--- src/rtl/isdu_control_if.sv ---
// Control bundle between the SLC-3 sequencer and the datapath: status
// inputs to the sequencer plus every load, gate, mux-select, ALU-op and
// memory-strobe control the datapath consumes.
interface isdu_control_if;
  // datapath/user status into the sequencer
  logic       Run;
  logic       Continue;
  logic [3:0] Opcode;
  logic       IR_5;
  logic       BEN;

  // register load enables
  logic       LD_MAR;
  logic       LD_MDR;
  logic       LD_IR;
  logic       LD_BEN;
  logic       LD_CC;
  logic       LD_REG;
  logic       LD_PC;
  logic       LD_LED;

  // bus drivers, one-hot or idle
  logic       GatePC;
  logic       GateMDR;
  logic       GateALU;
  logic       GateMARMUX;

  // mux selects and ALU operation
  logic [1:0] PCMUX;
  logic       DRMUX;
  logic       SR1MUX;
  logic       SR2MUX;
  logic       ADDR1MUX;
  logic [1:0] ADDR2MUX;
  logic [1:0] ALUK;

  // active-low memory strobes
  logic       Mem_OE;
  logic       Mem_WE;

  // sequencer side
  modport master (
    input  Run, Continue, Opcode, IR_5, BEN,
    output LD_MAR, LD_MDR, LD_IR, LD_BEN, LD_CC, LD_REG, LD_PC, LD_LED,
    output GatePC, GateMDR, GateALU, GateMARMUX,
    output PCMUX, DRMUX, SR1MUX, SR2MUX, ADDR1MUX, ADDR2MUX, ALUK,
    output Mem_OE, Mem_WE
  );

  // datapath side
  modport slave (
    output Run, Continue, Opcode, IR_5, BEN,
    input  LD_MAR, LD_MDR, LD_IR, LD_BEN, LD_CC, LD_REG, LD_PC, LD_LED,
    input  GatePC, GateMDR, GateALU, GateMARMUX,
    input  PCMUX, DRMUX, SR1MUX, SR2MUX, ADDR1MUX, ADDR2MUX, ALUK,
    input  Mem_OE, Mem_WE
  );
endinterface

--- src/rtl/isdu_control.sv ---
// SLC-3 instruction sequencer. Moore FSM stepping fetch, decode and execute
// states; memory access states are stretched by a small wait counter so the
// access lasts MEM_WAIT+1 cycles. MEM_WAIT must lie in 0..7 (3-bit counter).
module isdu_control #(
  parameter int MEM_WAIT = 2
) (
  input  logic          clk,
  input  logic          reset,
  isdu_control_if.master bus
);

  typedef enum logic [4:0] {
    ST_HALTED,
    ST_18, ST_33, ST_35, ST_32,
    ST_01, ST_05, ST_09,
    ST_00, ST_22,
    ST_12,
    ST_04, ST_21,
    ST_06, ST_25, ST_27,
    ST_07, ST_23, ST_16,
    ST_13, ST_P1, ST_P2
  } state_t;

  localparam logic [2:0] CNT_LAST = 3'(MEM_WAIT);

  state_t     state_reg, state_next;
  logic [2:0] cnt_reg, cnt_next;
  logic       cnt_last;

  assign cnt_last = (cnt_reg == CNT_LAST);

  // state and wait-counter registers; reset abandons any access in flight
  always_ff @(posedge clk) begin
    if (reset) begin
      state_reg <= ST_HALTED;
      cnt_reg   <= 3'd0;
    end else begin
      state_reg <= state_next;
      cnt_reg   <= cnt_next;
    end
  end

  // next-state logic; the counter idles at 0 so every access starts from 0
  always_comb begin
    state_next = state_reg;
    cnt_next   = 3'd0;
    case (state_reg)
      ST_HALTED: if (bus.Run) state_next = ST_18;
      ST_18:     state_next = ST_33;
      ST_33: begin
        if (cnt_last) state_next = ST_35;
        else          cnt_next   = cnt_reg + 3'd1;
      end
      ST_35:     state_next = ST_32;
      ST_32: begin
        case (bus.Opcode)
          4'b0001: state_next = ST_01;
          4'b0101: state_next = ST_05;
          4'b1001: state_next = ST_09;
          4'b0000: state_next = ST_00;
          4'b1100: state_next = ST_12;
          4'b0100: state_next = ST_04;
          4'b0110: state_next = ST_06;
          4'b0111: state_next = ST_07;
          4'b1101: state_next = ST_13;
          default: state_next = ST_18;
        endcase
      end
      ST_01, ST_05, ST_09: state_next = ST_18;
      ST_00:     state_next = bus.BEN ? ST_22 : ST_18;
      ST_22:     state_next = ST_18;
      ST_12:     state_next = ST_18;
      ST_04:     state_next = ST_21;
      ST_21:     state_next = ST_18;
      ST_06:     state_next = ST_25;
      ST_07:     state_next = ST_23;
      ST_25: begin
        if (cnt_last) state_next = ST_27;
        else          cnt_next   = cnt_reg + 3'd1;
      end
      ST_27:     state_next = ST_18;
      ST_23:     state_next = ST_16;
      ST_16: begin
        if (cnt_last) state_next = ST_18;
        else          cnt_next   = cnt_reg + 3'd1;
      end
      ST_13:     state_next = ST_P1;
      ST_P1:     if (bus.Continue)  state_next = ST_P2;
      ST_P2:     if (!bus.Continue) state_next = ST_18;
      default:   state_next = ST_HALTED;
    endcase
  end

  // control decode from the current state (SR2MUX follows IR[5] in ALU ops)
  always_comb begin
    bus.LD_MAR     = 1'b0;
    bus.LD_MDR     = 1'b0;
    bus.LD_IR      = 1'b0;
    bus.LD_BEN     = 1'b0;
    bus.LD_CC      = 1'b0;
    bus.LD_REG     = 1'b0;
    bus.LD_PC      = 1'b0;
    bus.LD_LED     = 1'b0;
    bus.GatePC     = 1'b0;
    bus.GateMDR    = 1'b0;
    bus.GateALU    = 1'b0;
    bus.GateMARMUX = 1'b0;
    bus.PCMUX      = 2'b00;
    bus.DRMUX      = 1'b0;
    bus.SR1MUX     = 1'b0;
    bus.SR2MUX     = 1'b0;
    bus.ADDR1MUX   = 1'b0;
    bus.ADDR2MUX   = 2'b00;
    bus.ALUK       = 2'b00;
    bus.Mem_OE     = 1'b1;
    bus.Mem_WE     = 1'b1;
    case (state_reg)
      ST_18: begin
        bus.GatePC = 1'b1;
        bus.LD_MAR = 1'b1;
        bus.PCMUX  = 2'b00;
        bus.LD_PC  = 1'b1;
      end
      ST_33, ST_25: begin
        bus.Mem_OE = 1'b0;
        bus.LD_MDR = cnt_last;
      end
      ST_35: begin
        bus.GateMDR = 1'b1;
        bus.LD_IR   = 1'b1;
      end
      ST_32: bus.LD_BEN = 1'b1;
      ST_01, ST_05, ST_09: begin
        bus.GateALU = 1'b1;
        bus.LD_REG  = 1'b1;
        bus.LD_CC   = 1'b1;
        bus.DRMUX   = 1'b0;
        bus.SR1MUX  = 1'b1;
        bus.SR2MUX  = bus.IR_5;
        if (state_reg == ST_05)      bus.ALUK = 2'b01;
        else if (state_reg == ST_09) bus.ALUK = 2'b10;
        else                         bus.ALUK = 2'b00;
      end
      ST_22: begin
        bus.LD_PC    = 1'b1;
        bus.PCMUX    = 2'b10;
        bus.ADDR1MUX = 1'b0;
        bus.ADDR2MUX = 2'b10;
      end
      ST_12: begin
        bus.LD_PC    = 1'b1;
        bus.PCMUX    = 2'b10;
        bus.ADDR1MUX = 1'b1;
        bus.ADDR2MUX = 2'b00;
        bus.SR1MUX   = 1'b1;
      end
      ST_04: begin
        bus.GatePC = 1'b1;
        bus.LD_REG = 1'b1;
        bus.DRMUX  = 1'b1;
      end
      ST_21: begin
        bus.LD_PC    = 1'b1;
        bus.PCMUX    = 2'b10;
        bus.ADDR1MUX = 1'b0;
        bus.ADDR2MUX = 2'b11;
      end
      ST_06, ST_07: begin
        bus.GateMARMUX = 1'b1;
        bus.LD_MAR     = 1'b1;
        bus.ADDR1MUX   = 1'b1;
        bus.ADDR2MUX   = 2'b01;
        bus.SR1MUX     = 1'b1;
      end
      ST_27: begin
        bus.GateMDR = 1'b1;
        bus.LD_REG  = 1'b1;
        bus.LD_CC   = 1'b1;
        bus.DRMUX   = 1'b0;
      end
      ST_23: begin
        bus.GateALU = 1'b1;
        bus.ALUK    = 2'b11;
        bus.SR1MUX  = 1'b0;
        bus.LD_MDR  = 1'b1;
      end
      ST_16: bus.Mem_WE = 1'b0;
      ST_13: bus.LD_LED = 1'b1;
      default: ;
    endcase
  end

endmodule

--- src/flat_wrapper.sv ---
// flat-port wrapper written by rule: the top's interface ports become plain ports
module isdu_control_flat 
#(
  parameter int MEM_WAIT = 2
)
  (clk, reset, bus_Run, bus_Continue, bus_Opcode, bus_IR_5, bus_BEN, bus_LD_MAR, bus_LD_MDR, bus_LD_IR, bus_LD_BEN, bus_LD_CC, bus_LD_REG, bus_LD_PC, bus_LD_LED, bus_GatePC, bus_GateMDR, bus_GateALU, bus_GateMARMUX, bus_PCMUX, bus_DRMUX, bus_SR1MUX, bus_SR2MUX, bus_ADDR1MUX, bus_ADDR2MUX, bus_ALUK, bus_Mem_OE, bus_Mem_WE);
  isdu_control_if bus_i ();
  input  logic clk;
  input  logic reset;
  input wire logic [$bits(bus_i.Run)-1:0] bus_Run;
  input wire logic [$bits(bus_i.Continue)-1:0] bus_Continue;
  input wire logic [$bits(bus_i.Opcode)-1:0] bus_Opcode;
  input wire logic [$bits(bus_i.IR_5)-1:0] bus_IR_5;
  input wire logic [$bits(bus_i.BEN)-1:0] bus_BEN;
  output wire logic [$bits(bus_i.LD_MAR)-1:0] bus_LD_MAR;
  output wire logic [$bits(bus_i.LD_MDR)-1:0] bus_LD_MDR;
  output wire logic [$bits(bus_i.LD_IR)-1:0] bus_LD_IR;
  output wire logic [$bits(bus_i.LD_BEN)-1:0] bus_LD_BEN;
  output wire logic [$bits(bus_i.LD_CC)-1:0] bus_LD_CC;
  output wire logic [$bits(bus_i.LD_REG)-1:0] bus_LD_REG;
  output wire logic [$bits(bus_i.LD_PC)-1:0] bus_LD_PC;
  output wire logic [$bits(bus_i.LD_LED)-1:0] bus_LD_LED;
  output wire logic [$bits(bus_i.GatePC)-1:0] bus_GatePC;
  output wire logic [$bits(bus_i.GateMDR)-1:0] bus_GateMDR;
  output wire logic [$bits(bus_i.GateALU)-1:0] bus_GateALU;
  output wire logic [$bits(bus_i.GateMARMUX)-1:0] bus_GateMARMUX;
  output wire logic [$bits(bus_i.PCMUX)-1:0] bus_PCMUX;
  output wire logic [$bits(bus_i.DRMUX)-1:0] bus_DRMUX;
  output wire logic [$bits(bus_i.SR1MUX)-1:0] bus_SR1MUX;
  output wire logic [$bits(bus_i.SR2MUX)-1:0] bus_SR2MUX;
  output wire logic [$bits(bus_i.ADDR1MUX)-1:0] bus_ADDR1MUX;
  output wire logic [$bits(bus_i.ADDR2MUX)-1:0] bus_ADDR2MUX;
  output wire logic [$bits(bus_i.ALUK)-1:0] bus_ALUK;
  output wire logic [$bits(bus_i.Mem_OE)-1:0] bus_Mem_OE;
  output wire logic [$bits(bus_i.Mem_WE)-1:0] bus_Mem_WE;
  assign bus_i.Run = bus_Run;
  assign bus_i.Continue = bus_Continue;
  assign bus_i.Opcode = bus_Opcode;
  assign bus_i.IR_5 = bus_IR_5;
  assign bus_i.BEN = bus_BEN;
  assign bus_LD_MAR = bus_i.LD_MAR;
  assign bus_LD_MDR = bus_i.LD_MDR;
  assign bus_LD_IR = bus_i.LD_IR;
  assign bus_LD_BEN = bus_i.LD_BEN;
  assign bus_LD_CC = bus_i.LD_CC;
  assign bus_LD_REG = bus_i.LD_REG;
  assign bus_LD_PC = bus_i.LD_PC;
  assign bus_LD_LED = bus_i.LD_LED;
  assign bus_GatePC = bus_i.GatePC;
  assign bus_GateMDR = bus_i.GateMDR;
  assign bus_GateALU = bus_i.GateALU;
  assign bus_GateMARMUX = bus_i.GateMARMUX;
  assign bus_PCMUX = bus_i.PCMUX;
  assign bus_DRMUX = bus_i.DRMUX;
  assign bus_SR1MUX = bus_i.SR1MUX;
  assign bus_SR2MUX = bus_i.SR2MUX;
  assign bus_ADDR1MUX = bus_i.ADDR1MUX;
  assign bus_ADDR2MUX = bus_i.ADDR2MUX;
  assign bus_ALUK = bus_i.ALUK;
  assign bus_Mem_OE = bus_i.Mem_OE;
  assign bus_Mem_WE = bus_i.Mem_WE;
  isdu_control #(.MEM_WAIT(MEM_WAIT)) u_core (.clk(clk), .reset(reset), .bus(bus_i));
endmodule
--- config.mk ---
export PLATFORM = sky130hd
export DESIGN_NAME = isdu_control_flat
export DESIGN_NICKNAME = d
export VERILOG_FILES = /design/src/rtl/isdu_control_if.sv /design/src/rtl/isdu_control.sv /design/src/flat_wrapper.sv
export SDC_FILE = /design/constraint.sdc
export NUM_CORES = 1
export LEC_CHECK = 0
export CAP_MARGIN = 0
export CORE_MARGIN = 8
export CORE_UTILIZATION = 42
export DETAILED_ROUTE_END_ITERATION = 10
export HOLD_SLACK_MARGIN = 0.03
export PLACE_DENSITY = 0.84
export SLEW_MARGIN = 20
export SYNTH_ARGS = -nofsm -noshare
export SYNTH_HDL_FRONTEND = slang
export SYNTH_SLANG_ARGS = --single-unit
--- constraint.sdc ---
create_clock -name clk -period 1.6 [get_ports clk]
set_input_delay 0.16 -clock clk [delete_from_list [all_inputs] [get_ports clk]]
set_output_delay 0.16 -clock clk [all_outputs]
set_load 0.1 [all_outputs]
==> impl_metrics.tcl, run 1 <==
set metrics [dict create \
    yosys_warnings 0 \
    ys_types 48 \
    error "[ERROR DPL-0033] detailed placement checks failed during check placement." \
    syn_area_sq_mm 0.00111 \
    die_w_um 67.4 \
    synth_common_cells "22 x nor2_1, 13 x nand2_1, 11 x a21oi_1" \
    die_h_um 67.4 \
    yosysMostFrequentCell "nor2_1" \
    rows 18 \
    cts-root-buf "clkbuf_4" \
    synthFlopType "dfxtp_1" \
    synth_cells 168 \
    cts_buffer_depth 2 \
    gp_congestion 0.938 \
    postSynthAreaPerCell_sq_um 6.61 \
    synth_seq_cells 8 \
    cts_buffers 3 \
    synth-seq-area-share_pct 14.4 \
    cts_hold_buf 0 \
    io_buffers 32 \
    cts_resized 48 \
    status "aborted with a tool error" \
    hpwl_um 3900 \
    start_util_pct 44.4 \
    place_inst 251 \
    cts_setup_buffers 10 \
    synthTopCellsByArea "dfxtp_1 14%, nor2_1 7.4%, ha_1 6.8%, a21oi_1 5.0%, nand2_1 4.4%" \
    netlist.area_leader.share_pct 14.4 \
    syn_nets 184 \
    async_flop_share_pct 0 \
    cts_max_level 1 \
    cts.sinks 8 \
    yosysTopAreaCell "dfxtp_1" \
    stop_stage "clock tree synthesis" \
    synth-edff-count 0 \
    io_pins 34 \
]
==> cell families after synthesis <==
family	count (synthesis)	share of synthesized area, %
other	1	0.338
buffers and inverters	25	10.3
AND/OR/NAND/NOR	77	35.6
XOR/XNOR	5	3.95
adder cells (fa/ha/maj)	6	6.76
AO/OA/AOI/OAI	44	26.7
flip-flops	8	14.4
multiplexers	2	1.92
==> metrics by stage <==
step                setup TNS, ns  instance area, sq um  setup WS, ns
floorplan                   -2.02                  1500        -0.243
detailed placement          -1.08                  2180        -0.281
global placement           -0.471                  2180        -0.149
==> run 2, diff against run 1 <==
CORE_UTILIZATION = 30   (was 42)
HOLD_SLACK_MARGIN = not set   (was 0.03)
PLACE_DENSITY = not set   (was 0.84)
PLACE_DENSITY_LB_ADDON = 0.15   (was not set)
clock period = 2.1 ns   (was 1.6 ns; I/O delays follow)
==> run 2 against run 1 <==
Net effect: the run now ends clean; synthesized cell count is the same; area after synthesis unchanged.
==> impl_metrics.tcl, run 2 <==
set metrics [dict create \
    dr.first_iter.drc_count 95 \
    synth_seq_cells 8 \
    grt_pass1_wl_um 6270 \
    pwr_density_cell_mw_per_mm2 767 \
    cts.sinks 8 \
    final_common_cell "buf_12" \
    synthFlopType "dfxtp_1" \
    p_total_mw 1.50 \
    place_inst 248 \
    rsz0062_at_grt "false" \
    muxShareOfSynthArea_pct 1.92 \
    cp-end-kind "output pin" \
    synth_xor_area_share_pct 3.95 \
    start_util_pct 30.8 \
    cts_hold_buf 0 \
    async_flop_share_pct 0 \
    ys_types 48 \
    fin_skew_ns 0.00123 \
    cp_num_buf_inv 2 \
    yosys_warnings 0 \
    wire_per_inst_um 14.7 \
    cts_buffer_depth 2 \
    hpwl_um 2980 \
    route.detailed.drc 0 \
    instances_no_fill 251 \
    ir_drop_uv 388 \
    hold_violations 0 \
    die_h_um 76.8 \
    cp_slowest_cell "dfxtp_1" \
    crit_family "simple AND/OR/NAND/NOR gates" \
    synth-seq-area-share_pct 14.4 \
    yosysTopAreaCell "dfxtp_1" \
    required_ns 1.89 \
    rows 22 \
    postSynthAreaPerCell_sq_um 6.61 \
    cts_tree "done" \
    grt_pass1_vias 1320 \
    synthTopCellsByArea "dfxtp_1 14%, nor2_1 7.4%, ha_1 6.8%, a21oi_1 5.0%, nand2_1 4.4%" \
    period_share_pct 94.7 \
    yosysMostFrequentCell "nor2_1" \
    worstPathMaxFanout 10 \
    vias_per_cell 5.23 \
    maxClockFrequency_ghz 0.503 \
    syn_nets 184 \
    die_w_um 76.8 \
    synthAdderAreaFrac_pct 6.76 \
    hold_class "reg -> reg" \
    synth_cells 168 \
    synth_common_cells "22 x nor2_1, 13 x nand2_1, 11 x a21oi_1" \
    final_cell_mix "24 x buf_12, 17 x buf_4, 16 x nor2_1" \
    grt_overflow 0 \
    io_buffers 32 \
    setup_violations 0 \
    firstDrtPassIters 4 \
    setup_ws_ns 0.111 \
    grt_usage_pct 12.4 \
    syn_area_sq_mm 0.00111 \
    cts_resized 1 \
    cts_buffers 3 \
    grt_start_max_net_pins 24 \
    slew_violations 0 \
    post-place-ws_ns 0.0857 \
    crit_type "reg -> out" \
    synth_compound_area_share_pct 26.7 \
    fp.dieArea_sq_mm 0.00590 \
    yosys.area_share.simple_pct 35.6 \
    cap_violations 0 \
    critPathMaxStageDelay_ns 0.41 \
    largest_reg_flops 5 \
    cts_max_level 1 \
    diodes 0 \
    crit_chain "nor2_2 > buf_4 > nand2_1 > or2_2 > a21oi_4 > buf_12" \
    cts-root-buf "clkbuf_8" \
    synth_top_family_by_area "simple AND/OR/NAND/NOR gates" \
    clock_latency_ns 0.22 \
    status "completed" \
    cp-start-kind "flip-flop" \
    clk_pin_slew_ns 0.04 \
    wl_um 3680 \
    netlist.area_leader.share_pct 14.4 \
    cts_setup_buffers 0 \
    drive_gt1_share_pct 36.0 \
    leakage_nw 0.745 \
    antenna_found_initial 0 \
    ant_nets 0 \
    io_pins 34 \
    core_area_sq_mm 0.00361 \
    final.min_clock_period_ns 1.99 \
    synth-edff-count 0 \
    crit_arrival_ns 1.78 \
    num_vias 1312 \
    gp_congestion 0.853 \
    nNetsFinal 221 \
    area_delta_synth_final_pct 76.1 \
]
run 2: cell counts after synthesis:
No cell type changed its count.
run 2: cell families after synthesis:
kind of cell	count (synthesis)
other	1
adders and majority gates	6
DFF	8
buffers and inverters	25
and+or+nand+nor	77
muxes	2
xor gates and xnor gates	5
AOI/OAI and AO/OA	44
run 2: cell type report:
type                       instances  area (sq um)
inverter                           7          26.3
tap                               48          60.1
fill                             341          1650
clock buffer                       3          41.3
timing repair buffer              50           698
sequential                         8           163
multi-input combinational        135           966
run 2: worst paths after layout:
check                           slack [ns]                               end                             start  cells after the start
worst min-delay path                  0.45      u_core.cnt_reg[0]$_SDFF_PP0_      u_core.cnt_reg[0]$_SDFF_PP0_                      1
worst max register to register        0.32  u_core.state_reg[0]$_SDFFE_PP0P_  u_core.state_reg[1]$_SDFFE_PP0P_                      6
worst max-delay path                  0.11                    bus_GateMARMUX  u_core.state_reg[2]$_SDFFE_PP0P_                      6
worst min register to register        0.45      u_core.cnt_reg[0]$_SDFF_PP0_      u_core.cnt_reg[0]$_SDFF_PP0_                      1
run 2: per-layer routing:
| metal | share of wire (%) | GRT usage [%] | vias up |
|---|---|---|---|
| met5 | 0 | 0 | - |
| met4 | 0.57 | 2.69 | 0 |
| met3 | 3.1 | 1.52 | 2 |
| met2 | 51 | 22.5 | 40 |
| met1 | 46 | 14.9 | 608 |
| li1 | - | - | 662 |
run 2: worst reg2reg max path, cell delays in order (launching register included):
cell and delay (ns):
dfxtp_1 0.37, buf_12 0.19, clkinv_1 0.16, nand2_1 0.15, o311ai_1 0.16, or3_4 0.41
o31ai_2 0.25
run 2: stage by stage:
stage	cell area, sq um	util [%]	hold WS (ns)	setup TNS [ns]
detailed placement	1910	53.0	0.446	0
global route	1950	54.2	0.482	0
global placement	1910	53.0	0.432	0
CTS	1950	54.2	0.452	0
finish	1950	54.2	0.447	0
floorplan	1240	-	0.279	-1.76
run 2: where the power goes:
group          total [mW]  internal (mW)  switching (mW)
Clock               0.177          0.124          0.0535
Sequential          0.203          0.173          0.0303
Combinational        1.12          0.404           0.714
Total                1.50          0.701           0.798
Note: power is estimated with default switching activity, not from simulation.
==> run 3, diff against run 2 <==
--- a/config.mk
+++ b/config.mk
@@ -8,5 +8,5 @@
 export CAP_MARGIN = 0
-export CORE_MARGIN = 8
-export CORE_UTILIZATION = 30
+export CORE_AREA = 8 8 69 71
 export DETAILED_ROUTE_END_ITERATION = 10
+export DIE_AREA = 0 0 77 79
 export PLACE_DENSITY_LB_ADDON = 0.15
==> constraint.sdc (replaced) <==
create_clock -name clk -period 2.1 [get_ports clk]
set_input_delay 0.315 -clock clk [delete_from_list [all_inputs] [get_ports clk]]
set_output_delay 0.315 -clock clk [all_outputs]
set_load 0.1 [all_outputs]
==> run 3 against run 2 <==
Net effect: global-route usage increased by 0.40 points; total power increased by 2.7%; count of clock-buffer cells in the layout unchanged; sequential cell count unchanged; cell area increased by 2.8%; clock power increased by 2%; critical endpoint unchanged.
==> impl_metrics.tcl, run 3 (synthesis gave the netlist of run 2 again) <==
set metrics [dict create \
    diodes 0 \
    ir_drop_uv 379 \
    cp-end-kind "output pin" \
    maxClockFrequency_ghz 0.502 \
    min_from "u_core.cnt_reg[0]$_SDFF_PP0_" \
    cp-start-kind "flip-flop" \
    ant_nets 0 \
    crit_chain "nor2_2 > nand2_1 > or2_2 > a21oi_4 > buf_12" \
    crit_cells 5 \
    p_total_mw 1.54 \
    fp.dieArea_sq_mm 0.00608 \
    leakage_nw 0.734 \
    rows 23 \
    reg2reg_slack_ns 0.29 \
    antenna_found_initial 0 \
    grt_usage_pct 12.8 \
    gp_congestion 0.862 \
    final_cell_area_sq_mm 0.00201 \
    start_util_pct 29.2 \
    cp_slowest_cell "dfxtp_1" \
    tns_ns 0 \
    wire_per_inst_um 15.2 \
    core_area_sq_mm 0.00380 \
    rr_worst_depth 6 \
    hold-path-cell-count 1 \
    status "completed" \
    power_frac_comb_pct 74.4 \
    grt_start_max_net_pins 18 \
    num_vias 1325 \
    worstPathMaxFanout 5 \
    cts_buffers 3 \
    rsz0062_at_grt "false" \
    dr.first_iter.drc_count 110 \
    cts_hold_buf 0 \
    largest_reg_flops 5 \
    min_to "u_core.cnt_reg[0]$_SDFF_PP0_" \
    hold_class "reg -> reg" \
    die_w_um 77 \
    worstReg2RegStart "u_core.state_reg[0]$_SDFFE_PP0P_" \
    die_h_um 79 \
    hold_violations 0 \
    route.detailed.drc 0 \
    crit_family "simple AND/OR/NAND/NOR gates" \
    clk_pin_slew_ns 0.04 \
    final_cell_mix "24 x buf_12, 16 x nor2_1, 14 x buf_4" \
    cts-root-buf "clkbuf_8" \
    required_ns 1.78 \
    pwr_density_cell_mw_per_mm2 766 \
    vias_per_cell 5.28 \
    grt_overflow 0 \
    grt_pass1_wl_um 6530 \
    p_int_uw 722 \
    cts_tree "done" \
    placed_area_sq_mm 0.00195 \
    wl_um 3810 \
    n_fill_cell 381 \
    cts_buffer_depth 2 \
    pwr-share-seq_pct 13.8 \
    io_buffers 32 \
    final.min_clock_period_ns 1.99 \
    crit_arrival_ns 1.68 \
    firstDrtPassIters 4 \
    grt_pass1_vias 1355 \
    cap_violations 0 \
    hold_ws_ns 0.464 \
    hpwl_um 3080 \
    cp_num_buf_inv 1 \
    cts_max_level 1 \
    period_share_pct 94.9 \
    p_sw_uw 818 \
    worstReg2RegEnd "u_core.state_reg[0]$_SDFFE_PP0P_" \
    cts.sinks 8 \
    p_sw_share_pct 53.1 \
    nNetsFinal 219 \
    fin_skew_ns 0.00284 \
    drive_gt1_share_pct 37.3 \
    critPathMaxStageDelay_ns 0.37 \
    crit_type "reg -> out" \
    final_common_cell "buf_12" \
    io_pins 34 \
    setup_violations 0 \
    area_delta_synth_final_pct 81.1 \
    cts_setup_buffers 0 \
    clock_latency_ns 0.23 \
    power_frac_clock_pct 11.8 \
    slew_violations 0 \
]
## run 3: repair_timing
item / in CTS / in global routing
gates resized for setup: 3 / 4
cloned: 0 / 0
hold endpoints to repair: 0 / 0
endpoints found under the setup margin: 7 / 8
## run 3: how the worst max path moves through the flow
stage | startpoint | endpoint
finish | u_core.state_reg[2]$_SDFFE_PP0P_ | bus_GateMARMUX
global route | u_core.state_reg[2]$_SDFFE_PP0P_ | bus_GateMARMUX
CTS | u_core.state_reg[3]$_SDFFE_PP0P_ | bus_PCMUX[1]
global placement | bus_Opcode[1] | u_core.state_reg[0]$_SDFFE_PP0P_
detailed placement | bus_Opcode[1] | u_core.state_reg[0]$_SDFFE_PP0P_
floorplan | u_core.state_reg[4]$_SDFFE_PP0P_ | bus_LD_MDR
## run 3: area by class of cell
class	count	area, sq um	area share [%]
clock buffer	3	41.3	2.05
inverter	7	26.3	1.31
multi-input combinational	135	1030	51.2
sequential	8	164	8.16
tap	50	62.6	3.11
timing repair buffer	48	687	34.2
## run 3: routing by layer
metal | up-vias | GRT usage [%] | share of wire (%)
met5 | - | 0 | 0
met1 | 634 | 14.6 | 41
met3 | 2 | 1.02 | 3.8
li1 | 654 | - | -
met4 | 0 | 4.15 | 0.45
met2 | 35 | 24.5 | 54
## run 3: power by group through the flow
stage          sequential (mW)  combinational (mW)  clock, mW
3_3_place_gp             0.210                1.13          0
6_report                 0.213                1.15      0.181
2_1_floorplan            0.192               0.800          0
4_1_cts                  0.212                1.14      0.185
3_5_place_dp             0.213                1.14          0
5_1_grt                  0.216                1.22      0.192
## run 3: stage by stage
step	cells	setup WS, ns	utilization [%]
2_1_floorplan	168	-0.0514	-
3_3_place_gp	248	0.163	51.4
3_5_place_dp	248	0.0339	51.4
4_1_cts	251	0.00747	52.7
5_1_grt	251	0.000166	52.9
6_report	251	0.107	52.9
## run 3: worst reg2reg max path, cell delays in order, from the launching register on
cell      delay [ns]
dfxtp_2         0.45
nor2b_1         0.17
buf_4           0.17
o211ai_2        0.07
o311ai_1        0.17
or3_4           0.41
o31ai_2         0.27
